[config.mk]
export PLATFORM = sky130hd
export DESIGN_NAME = ex_alu_muldiv
export DESIGN_NICKNAME = d
export VERILOG_FILES = /design/src/rtl/ex_alu_pkg.sv /design/src/rtl/ex_alu_muldiv_iter_muldiv.sv /design/src/rtl/ex_alu_muldiv.sv
export SDC_FILE = /design/constraint.sdc
export NUM_CORES = 2
export LEC_CHECK = 0
export CAP_MARGIN = 20
export CORE_UTILIZATION = 55
export DETAILED_ROUTE_END_ITERATION = 10
export PLACE_DENSITY_LB_ADDON = 0.2
export SYNTH_ARGS = -nofsm -noshare
export SYNTH_HDL_FRONTEND = slang
export SYNTH_SLANG_ARGS = --single-unit
[constraint.sdc]
create_clock -name clk -period 24.5 [get_ports clk]
set_input_delay 6.125 -clock clk [delete_from_list [all_inputs] [get_ports clk]]
set_output_delay 6.125 -clock clk [all_outputs]
set_load 0.02 [all_outputs]
[src/rtl/ex_alu_pkg.sv]
// Shared types for the execute-stage ALU and its iterative multiply/divide unit.
package ex_alu_pkg;

   typedef enum logic [3:0] {
      OP_ADD  = 4'd0,
      OP_SUB  = 4'd1,
      OP_AND  = 4'd2,
      OP_OR   = 4'd3,
      OP_XOR  = 4'd4,
      OP_SLT  = 4'd5,
      OP_SLL  = 4'd6,
      OP_SRL  = 4'd7,
      OP_SRA  = 4'd8,
      OP_MUL  = 4'd9,
      OP_MULH = 4'd10,
      OP_DIV  = 4'd11,
      OP_REM  = 4'd12,
      OP_R13  = 4'd13,
      OP_R14  = 4'd14,
      OP_R15  = 4'd15
   } alu_op_e;

   typedef enum logic [1:0] {
      FWD_RF   = 2'd0,
      FWD_EXDM = 2'd1,
      FWD_DMWB = 2'd2,
      FWD_RSVD = 2'd3
   } fwd_sel_e;

   typedef enum logic [1:0] {
      IDLE = 2'd0,
      MUL  = 2'd1,
      DIV  = 2'd2,
      DONE = 2'd3
   } md_state_e;

   // True for opcodes that go through the iterative multiply/divide unit.
   function automatic logic is_multicycle(input alu_op_e op);
      logic r;
      case (op)
         OP_MUL, OP_MULH, OP_DIV, OP_REM: r = 1'b1;
         default:                         r = 1'b0;
      endcase
      return r;
   endfunction

endpackage

[src/rtl/ex_alu_muldiv_iter_muldiv.sv]
// Iterative radix-2 multiply / restoring divide on operand magnitudes.
// One preparation step converts operands to magnitudes, then XLEN
// iterations run; the sign-corrected result is presented combinationally
// once the unit goes idle.
module iter_muldiv
   import ex_alu_pkg::*;
#(
   parameter int XLEN = 32
) (
   input  logic            clk,
   input  logic            rst,
   input  logic            start_i,
   input  logic            flush_i,
   input  alu_op_e         op_i,
   input  logic [XLEN-1:0] a_i,
   input  logic [XLEN-1:0] b_i,
   output logic            done_o,
   output logic [XLEN-1:0] result_o
);

   localparam int CNT_W = $clog2(XLEN) + 1;

   logic             busy_q, busy_d;
   logic [CNT_W-1:0] cnt_q, cnt_d;
   logic             isDiv_q, isDiv_d;
   logic             wantHi_q, wantHi_d;
   logic             bNeg_q, bNeg_d;
   logic [XLEN-1:0]  a_q, a_d;
   logic [XLEN-1:0]  b_q, b_d;
   logic [XLEN-1:0]  hi_q, hi_d;
   logic [XLEN-1:0]  lo_q, lo_d;

   logic             aNeg;
   logic [XLEN:0]    mulSum;
   logic [XLEN:0]    divTrial;
   logic [XLEN:0]    divDiff;
   logic [2*XLEN-1:0] prodSigned;
   logic [XLEN-1:0]  quo;
   logic [XLEN-1:0]  rem;

   assign aNeg   = a_q[XLEN-1];
   assign done_o = busy_q && (cnt_q == CNT_W'(XLEN));

   // Step logic: on start latch raw operands, then one magnitude-prep
   // step followed by XLEN shift-add or shift-subtract iterations.
   always_comb begin
      busy_d   = busy_q;
      cnt_d    = cnt_q;
      isDiv_d  = isDiv_q;
      wantHi_d = wantHi_q;
      bNeg_d   = bNeg_q;
      a_d      = a_q;
      b_d      = b_q;
      hi_d     = hi_q;
      lo_d     = lo_q;
      mulSum   = {1'b0, hi_q} + (lo_q[0] ? {1'b0, b_q} : {(XLEN+1){1'b0}});
      divTrial = {hi_q, lo_q[XLEN-1]};
      divDiff  = divTrial - {1'b0, b_q};
      if (flush_i) begin
         busy_d = 1'b0;
         cnt_d  = '0;
      end else if (start_i) begin
         busy_d   = 1'b1;
         cnt_d    = '0;
         isDiv_d  = (op_i == OP_DIV) || (op_i == OP_REM);
         wantHi_d = (op_i == OP_MULH) || (op_i == OP_REM);
         bNeg_d   = b_i[XLEN-1];
         a_d      = a_i;
         b_d      = b_i;
      end else if (busy_q) begin
         cnt_d = cnt_q + 1'b1;
         if (cnt_q == CNT_W'(XLEN)) begin
            busy_d = 1'b0;
         end
         if (cnt_q == '0) begin
            hi_d = '0;
            lo_d = aNeg ? (~a_q + 1'b1) : a_q;
            b_d  = bNeg_q ? (~b_q + 1'b1) : b_q;
         end else if (isDiv_q) begin
            if (divDiff[XLEN]) begin
               hi_d = divTrial[XLEN-1:0];
               lo_d = {lo_q[XLEN-2:0], 1'b0};
            end else begin
               hi_d = divDiff[XLEN-1:0];
               lo_d = {lo_q[XLEN-2:0], 1'b1};
            end
         end else begin
            hi_d = mulSum[XLEN:1];
            lo_d = {mulSum[0], lo_q[XLEN-1:1]};
         end
      end
   end

   // Register the datapath state; reset returns the unit to idle.
   always_ff @(posedge clk or posedge rst) begin
      if (rst) begin
         busy_q   <= 1'b0;
         cnt_q    <= '0;
         isDiv_q  <= 1'b0;
         wantHi_q <= 1'b0;
         bNeg_q   <= 1'b0;
         a_q      <= '0;
         b_q      <= '0;
         hi_q     <= '0;
         lo_q     <= '0;
      end else begin
         busy_q   <= busy_d;
         cnt_q    <= cnt_d;
         isDiv_q  <= isDiv_d;
         wantHi_q <= wantHi_d;
         bNeg_q   <= bNeg_d;
         a_q      <= a_d;
         b_q      <= b_d;
         hi_q     <= hi_d;
         lo_q     <= lo_d;
      end
   end

   // Sign fix-up; a zero divisor yields all-ones quotient and the raw dividend as remainder.
   always_comb begin
      prodSigned = (aNeg ^ bNeg_q) ? (~{hi_q, lo_q} + 1'b1) : {hi_q, lo_q};
      if (b_q == '0) begin
         quo = '1;
         rem = a_q;
      end else begin
         quo = (aNeg ^ bNeg_q) ? (~lo_q + 1'b1) : lo_q;
         rem = aNeg ? (~hi_q + 1'b1) : hi_q;
      end
      if (isDiv_q) begin
         result_o = wantHi_q ? rem : quo;
      end else begin
         result_o = wantHi_q ? prodSigned[2*XLEN-1:XLEN] : prodSigned[XLEN-1:0];
      end
   end

endmodule

[src/rtl/ex_alu_muldiv.sv]
// Execute-stage ALU: operand forwarding, immediate select, branch target
// and compare, single-cycle ALU ops and a handshaked iterative mul/div.
module ex_alu_muldiv
   import ex_alu_pkg::*;
#(
   parameter int XLEN     = 32,
   parameter int IMM_W    = 16,
   parameter int BR_SHIFT = 2
) (
   input  logic             clk,
   input  logic             rst,
   input  logic             flush,
   input  logic             in_valid,
   output logic             in_ready,
   input  logic [3:0]       op,
   input  logic [XLEN-1:0]  rs_val,
   input  logic [XLEN-1:0]  rt_val,
   input  logic [XLEN-1:0]  ex_dm_fwd,
   input  logic [XLEN-1:0]  dm_wb_fwd,
   input  logic [1:0]       fwd_a,
   input  logic [1:0]       fwd_b,
   input  logic             imm_sel,
   input  logic [IMM_W-1:0] imm,
   input  logic [XLEN-1:0]  pc_4,
   input  logic             is_branch,
   output logic             out_valid,
   output logic [XLEN-1:0]  result,
   output logic [XLEN-1:0]  branch_addr,
   output logic             branch_taken
);

   localparam int SH_W = $clog2(XLEN);

   md_state_e       state_q, state_d;
   logic            outValid_q, outValid_d;
   logic [XLEN-1:0] result_q, result_d;
   logic [XLEN-1:0] brAddr_q, brAddr_d;
   logic            brTaken_q, brTaken_d;
   logic [XLEN-1:0] pendAddr_q, pendAddr_d;
   logic            pendTaken_q, pendTaken_d;

   alu_op_e         opE;
   logic [XLEN-1:0] opA, opBFwd, opB, immExt, aluRes, brAddrNow;
   logic [SH_W-1:0] shamt;
   logic            brTakenNow, accept, mdStart, mdDone;
   logic [XLEN-1:0] mdResult;

   assign opE        = alu_op_e'(op);
   assign immExt     = {{(XLEN-IMM_W){imm[IMM_W-1]}}, imm};
   assign opB        = imm_sel ? immExt : opBFwd;
   assign shamt      = opB[SH_W-1:0];
   assign brAddrNow  = pc_4 + (immExt << BR_SHIFT);
   assign brTakenNow = is_branch & (opA == opBFwd);
   assign in_ready   = (state_q == IDLE);
   assign accept     = in_valid & in_ready & ~flush;
   assign mdStart    = accept & is_multicycle(opE);

   assign out_valid    = outValid_q;
   assign result       = result_q;
   assign branch_addr  = brAddr_q;
   assign branch_taken = brTaken_q;

   // Forwarding muxes; the reserved select falls back to the register file.
   always_comb begin
      case (fwd_sel_e'(fwd_a))
         FWD_EXDM: opA = ex_dm_fwd;
         FWD_DMWB: opA = dm_wb_fwd;
         default:  opA = rs_val;
      endcase
      case (fwd_sel_e'(fwd_b))
         FWD_EXDM: opBFwd = ex_dm_fwd;
         FWD_DMWB: opBFwd = dm_wb_fwd;
         default:  opBFwd = rt_val;
      endcase
   end

   // Single-cycle ALU; unused opcodes behave as ADD.
   always_comb begin
      case (opE)
         OP_SUB:  aluRes = opA - opB;
         OP_AND:  aluRes = opA & opB;
         OP_OR:   aluRes = opA | opB;
         OP_XOR:  aluRes = opA ^ opB;
         OP_SLT:  aluRes = {{(XLEN-1){1'b0}}, ($signed(opA) < $signed(opB))};
         OP_SLL:  aluRes = opA << shamt;
         OP_SRL:  aluRes = opA >> shamt;
         OP_SRA:  aluRes = $unsigned($signed(opA) >>> shamt);
         default: aluRes = opA + opB;
      endcase
   end

   iter_muldiv #(
      .XLEN(XLEN)
   ) u_iter_muldiv (
      .clk      (clk),
      .rst      (rst),
      .start_i  (mdStart),
      .flush_i  (flush),
      .op_i     (opE),
      .a_i      (opA),
      .b_i      (opB),
      .done_o   (mdDone),
      .result_o (mdResult)
   );

   // Next-state logic for the long-operation sequencer; flush always wins.
   always_comb begin
      state_d = state_q;
      case (state_q)
         IDLE: begin
            if (mdStart) begin
               state_d = (opE == OP_MUL || opE == OP_MULH) ? MUL : DIV;
            end
         end
         MUL, DIV: begin
            if (mdDone) begin
               state_d = DONE;
            end
         end
         DONE:    state_d = IDLE;
         default: state_d = IDLE;
      endcase
      if (flush) begin
         state_d = IDLE;
      end
   end

   // Output register updates: single-cycle ops complete at acceptance, long
   // ops park their branch outputs until DONE; outputs hold otherwise.
   always_comb begin
      outValid_d  = 1'b0;
      result_d    = result_q;
      brAddr_d    = brAddr_q;
      brTaken_d   = brTaken_q;
      pendAddr_d  = pendAddr_q;
      pendTaken_d = pendTaken_q;
      if (!flush) begin
         if (accept) begin
            if (is_multicycle(opE)) begin
               pendAddr_d  = brAddrNow;
               pendTaken_d = brTakenNow;
            end else begin
               outValid_d = 1'b1;
               result_d   = aluRes;
               brAddr_d   = brAddrNow;
               brTaken_d  = brTakenNow;
            end
         end else if (state_q == DONE) begin
            outValid_d = 1'b1;
            result_d   = mdResult;
            brAddr_d   = pendAddr_q;
            brTaken_d  = pendTaken_q;
         end
      end
   end

   // State and output registers.
   always_ff @(posedge clk or posedge rst) begin
      if (rst) begin
         state_q     <= IDLE;
         outValid_q  <= 1'b0;
         result_q    <= '0;
         brAddr_q    <= '0;
         brTaken_q   <= 1'b0;
         pendAddr_q  <= '0;
         pendTaken_q <= 1'b0;
      end else begin
         state_q     <= state_d;
         outValid_q  <= outValid_d;
         result_q    <= result_d;
         brAddr_q    <= brAddr_d;
         brTaken_q   <= brTaken_d;
         pendAddr_q  <= pendAddr_d;
         pendTaken_q <= pendTaken_d;
      end
   end

endmodule

==> impl_metrics.json <==
{
  "stdcell_count": 4884,
  "placement_rows": 84,
  "starting_density_of_the_core_pct": 56.21,
  "numPlacedInstances": 4817,
  "ys.flop_type": "sky130_fd_sc_hd__dfrtp_1",
  "layout_commonest_cell": "sky130_fd_sc_hd__nand2_1",
  "internal-power_mw": 1.583,
  "pin_count_of_the_biggest_net_entering_global_routing": 174,
  "power.density_nw_per_um2": 93.69,
  "clock_pin_slew_on_the_worst_setup_and_hold_paths_ns": 0.06,
  "path_common_cell": "sky130_fd_sc_hd__inv_1",
  "die_height_um": 234.7,
  "antenna_found_initial": 9,
  "power.sequential.fraction_pct": 24.4,
  "routabilityCongestion": 1.069,
  "numCtsBuffers": 31,
  "startpoint_kind_of_the_worst_setup_timing_path": "input port",
  "synth.net_count": 4493,
  "via_to_cell_ratio": 6.934,
  "max-cap-violations": 0,
  "post_cts_resize_count": 0,
  "areaGrowthSynthToFinish_pct": 13.75,
  "yosysWarningCount": 0,
  "post_route_design_area_um2": 33870,
  "cts.repair_timing.setup_buffer_count": 0,
  "io-pin-count": 257,
  "setup_viol": 0,
  "finalCoreUtilization_pct": 63.94,
  "postSynthAreaPerCell_um2": 7.267,
  "cp-end-kind": "flop",
  "cts.sinks": 239,
  "timing.critical_path.arrival_ns": 12.50,
  "netlist_area_um2": 29770,
  "placedInstanceArea_um2": 32800,
  "route.detailed.drc": 0,
  "die_w_um": 234.7,
  "switchingPower_mw": 1.591,
  "tightest_hold_check_type": "reg2reg",
  "skew_ns": 0.01575,
  "critPathSlowestCell": "sky130_fd_sc_hd__a2111oi_0",
  "headroom_to_the_max_slew_limit_pct": 8.513,
  "post_route_cells_drive_above_1_share_pct": 4.993,
  "critical_path.max_stage_delay_ns": 0.89,
  "unrepaired_setup_endpoints_after_global_routing": "no",
  "timing_worst_setup_path_type": "in2reg",
  "die_area_um2": 55070,
  "global_route.overflow_total": 0,
  "route.vias.total": 33870,
  "post_cts_hold_buffers": 0,
  "floorplan.core_area_um2": 52970,
  "grt_first_pass_wirelength_um": 197000,
  "fill_cells": 4789,
  "worstMarginPinSlew_ns": 1.363,
  "final_cell_mix": "sky130_fd_sc_hd__nand2_1 (482), sky130_fd_sc_hd__o21ai_0 (419), sky130_fd_sc_hd__a21oi_1 (347), sky130_fd_sc_hd__nor2_1 (336), sky130_fd_sc_hd__clkdlybuf4s50_1 (255)",
  "gr-usage-all-layers_pct": 46.41,
  "cts_tree": "built",
  "post_drt_wl_per_cell_um": 27.25,
  "clockRootBuffer": "sky130_fd_sc_hd__clkbuf_16",
  "clock_path_buffers": 3,
  "required_time_at_the_endpoint_of_the_critical_path_ns": 24.97,
  "port_buffers": 256,
  "layout.nets": 4558,
  "htreeDepth": 1,
  "synth_cell_types": 89,
  "switching_share_pct": 50.13,
  "synth-edff-count": 0,
  "combPwrFrac_pct": 60.5,
  "postSynthRegisterBits": 239,
  "layout_worst_path_cycle_share_pct": 49.09,
  "drtIter0Drc": 5298,
  "number_of_iterations_in_the_first_detailed_routing_pass": 7,
  "crit_buf_inv": 6,
  "wirelength_um": 133100,
  "max-vdd-ir-drop_uv": 62.97,
  "timing.final.max_slew_violations": 0,
  "timing.critical_path.max_delay_family": "compound AO/OA/AOI/OAI gates",
  "cells_after_synthesis": 4097,
  "synth_sequential_area_ratio_pct": 20.09,
  "synth_async_sr_flop_share_pct": 100.0,
  "total_negative_setup_slacks_ns": 0,
  "clock_insertion_delay_worst_skew_ns": 0.60,
  "max_freq_mhz": 83.14,
  "run_status": "finished clean",
  "number_of_hold_violations_in_the_final_report": 0,
  "antenna_left": 0,
  "crit_path_max_fanout": 41,
  "critical_path.cell_chain": "clkdlybuf4s50_1, inv_1, ha_1, buf_4, inv_1, o21ai_0, o21ai_0, inv_1, ha_1, inv_1, o211ai_1, a2111oi_0, o311a_1, nor4_1, o31ai_1, o21bai_1, a2111oi_0, nor4b_1, or3_1",
  "number_of_global_route_vias_before_repair": 30690,
  "power_frac_clock_pct": 15.1,
  "min_period_ns": 12.03,
  "post-dp-hpwl_um": 101900,
  "power_leakage_nw": 14.58
}
==> worst reg2reg max path: stages, from the launching register on <==
cell and delay [ns]:
sky130_fd_sc_hd__dfrtp_1 0.35, sky130_fd_sc_hd__inv_1 0.06, sky130_fd_sc_hd__ha_1 0.33, sky130_fd_sc_hd__nand3_2 0.10, sky130_fd_sc_hd__buf_4 0.60, sky130_fd_sc_hd__nor2_4 0.27
sky130_fd_sc_hd__or3_2 0.52, sky130_fd_sc_hd__buf_4 0.35, sky130_fd_sc_hd__inv_2 0.12, sky130_fd_sc_hd__buf_4 0.57, sky130_fd_sc_hd__o2111ai_1 0.59, sky130_fd_sc_hd__a21oi_1 0.26
sky130_fd_sc_hd__nand2_1 0.14, sky130_fd_sc_hd__a21oi_1 0.48, sky130_fd_sc_hd__a211oi_1 0.14
==> registers in the layout (all words and copies together) (netlist names), 2 cells and up <==
signal and flops:
branch_addr 32, pendAddr_q 32, result 32, state_q 2, u_iter_muldiv.a_q 32, u_iter_muldiv.b_q 32, u_iter_muldiv.cnt_q 6, u_iter_muldiv.hi_q 32
u_iter_muldiv.lo_q 32
==> cells by family after synthesis <==
group                      share of synthesized area, %
xor gates and xnor gates                          7.825
adders and majority gates                         8.758
DFF                                               20.09
AOI/OAI and AO/OA                                 31.79
buffers and inverters                             6.123
muxes                                             6.707
and+or+nand+nor                                   18.71
==> Yosys cell counts (all sizes together) (17+ instances only) <==
master / number / share of area (%)
xor2: 96 / 2.8
a221o: 47 / 1.6
o221ai: 17 / 0.50
ha: 202 / 8.5
nor2: 337 / 4.2
o2111ai: 17 / 0.50
a211oi: 45 / 1.1
nand2b: 38 / 0.80
nand3: 77 / 1.3
o21a: 49 / 1.2
nand4: 28 / 0.59
a21o: 47 / 1.2
buf: 62 / 0.90
o21ai: 432 / 7.3
and3: 32 / 0.67
inv: 172 / 2.2
mux2i: 171 / 5.7
nor3: 77 / 1.3
o21bai: 22 / 0.55
xnor2: 170 / 5.0
dfrtp: 239 / 20
o31ai: 54 / 1.4
o211ai: 76 / 1.9
nor2b: 21 / 0.44
a22oi: 82 / 2.1
a221oi: 28 / 0.82
nand2: 482 / 6.1
o22ai: 50 / 1.1
or3: 30 / 0.63
a21oi: 350 / 5.9
clkbuf: 238 / 3.0
nor4: 34 / 0.71
a31oi: 45 / 0.95
mux2: 23 / 0.88
==> per-stage QoR <==
step / power, mW / worst slack [ns] / hold WS, ns
after floorplan: 1.973 / 11.82 / 0.4403
after global placement: 2.595 / 12.46 / 0.4548
after detailed placement: 2.609 / 12.19 / 0.4622
after CTS: 3.097 / 12.76 / 0.4767
after global routing: 3.335 / 12.27 / 0.4882
final: 3.173 / 12.47 / 0.4725
==> final timing paths <==
path | depth (start not counted) | startpoint | endpoint | slack (ns)
max in group asynchronous | 4 | rst | u_iter_muldiv.isDiv_q | 16.02
worst max register to register | 14 | state_q[0] | result[17] | 19.46
worst min-delay path | 2 | pendAddr_q[28] | pendAddr_q[28] | 0.47
min in group asynchronous | 2 | rst | branch_addr[0] | 6.06
worst max-delay path | 19 | fwd_b[0] | result[31] | 12.47
worst min register to register | 2 | pendAddr_q[28] | pendAddr_q[28] | 0.47
==> cell type report <==
type | count | area [um2] | area share (%)
diodes | 10 | 25.02 | 0.07389
clock buffers | 42 | 877.1 | 2.590
clock inverters | 15 | 168.9 | 0.4987
inverters | 176 | 668.1 | 1.973
multi-input cells | 3382 | 22110 | 65.27
flip-flops and latches | 239 | 5986 | 17.67
well taps | 688 | 860.8 | 2.542
repair buffers | 332 | 3178 | 9.383
==> power groups by stage <==
stage                     Sequential (mW)  Combinational (mW)  Clock, mW
after global routing                0.785                2.06      0.492
after floorplan                     0.731                1.24          0
final                               0.775                1.92      0.480
after global placement              0.761                1.83          0
after CTS                           0.758                1.86      0.478
after detailed placement            0.763                1.85          0
==> per-layer routing <==
| metal | global-route usage, % | routed length [um] |
|---|---|---|
| met1 | 61.47 | 52060 |
| met5 | 0 | 42 |
| met4 | 27.79 | 9172 |
| met3 | 11.83 | 16390 |
| met2 | 67.86 | 55420 |
No activity file was read; power rests on OpenSTA's default activity.
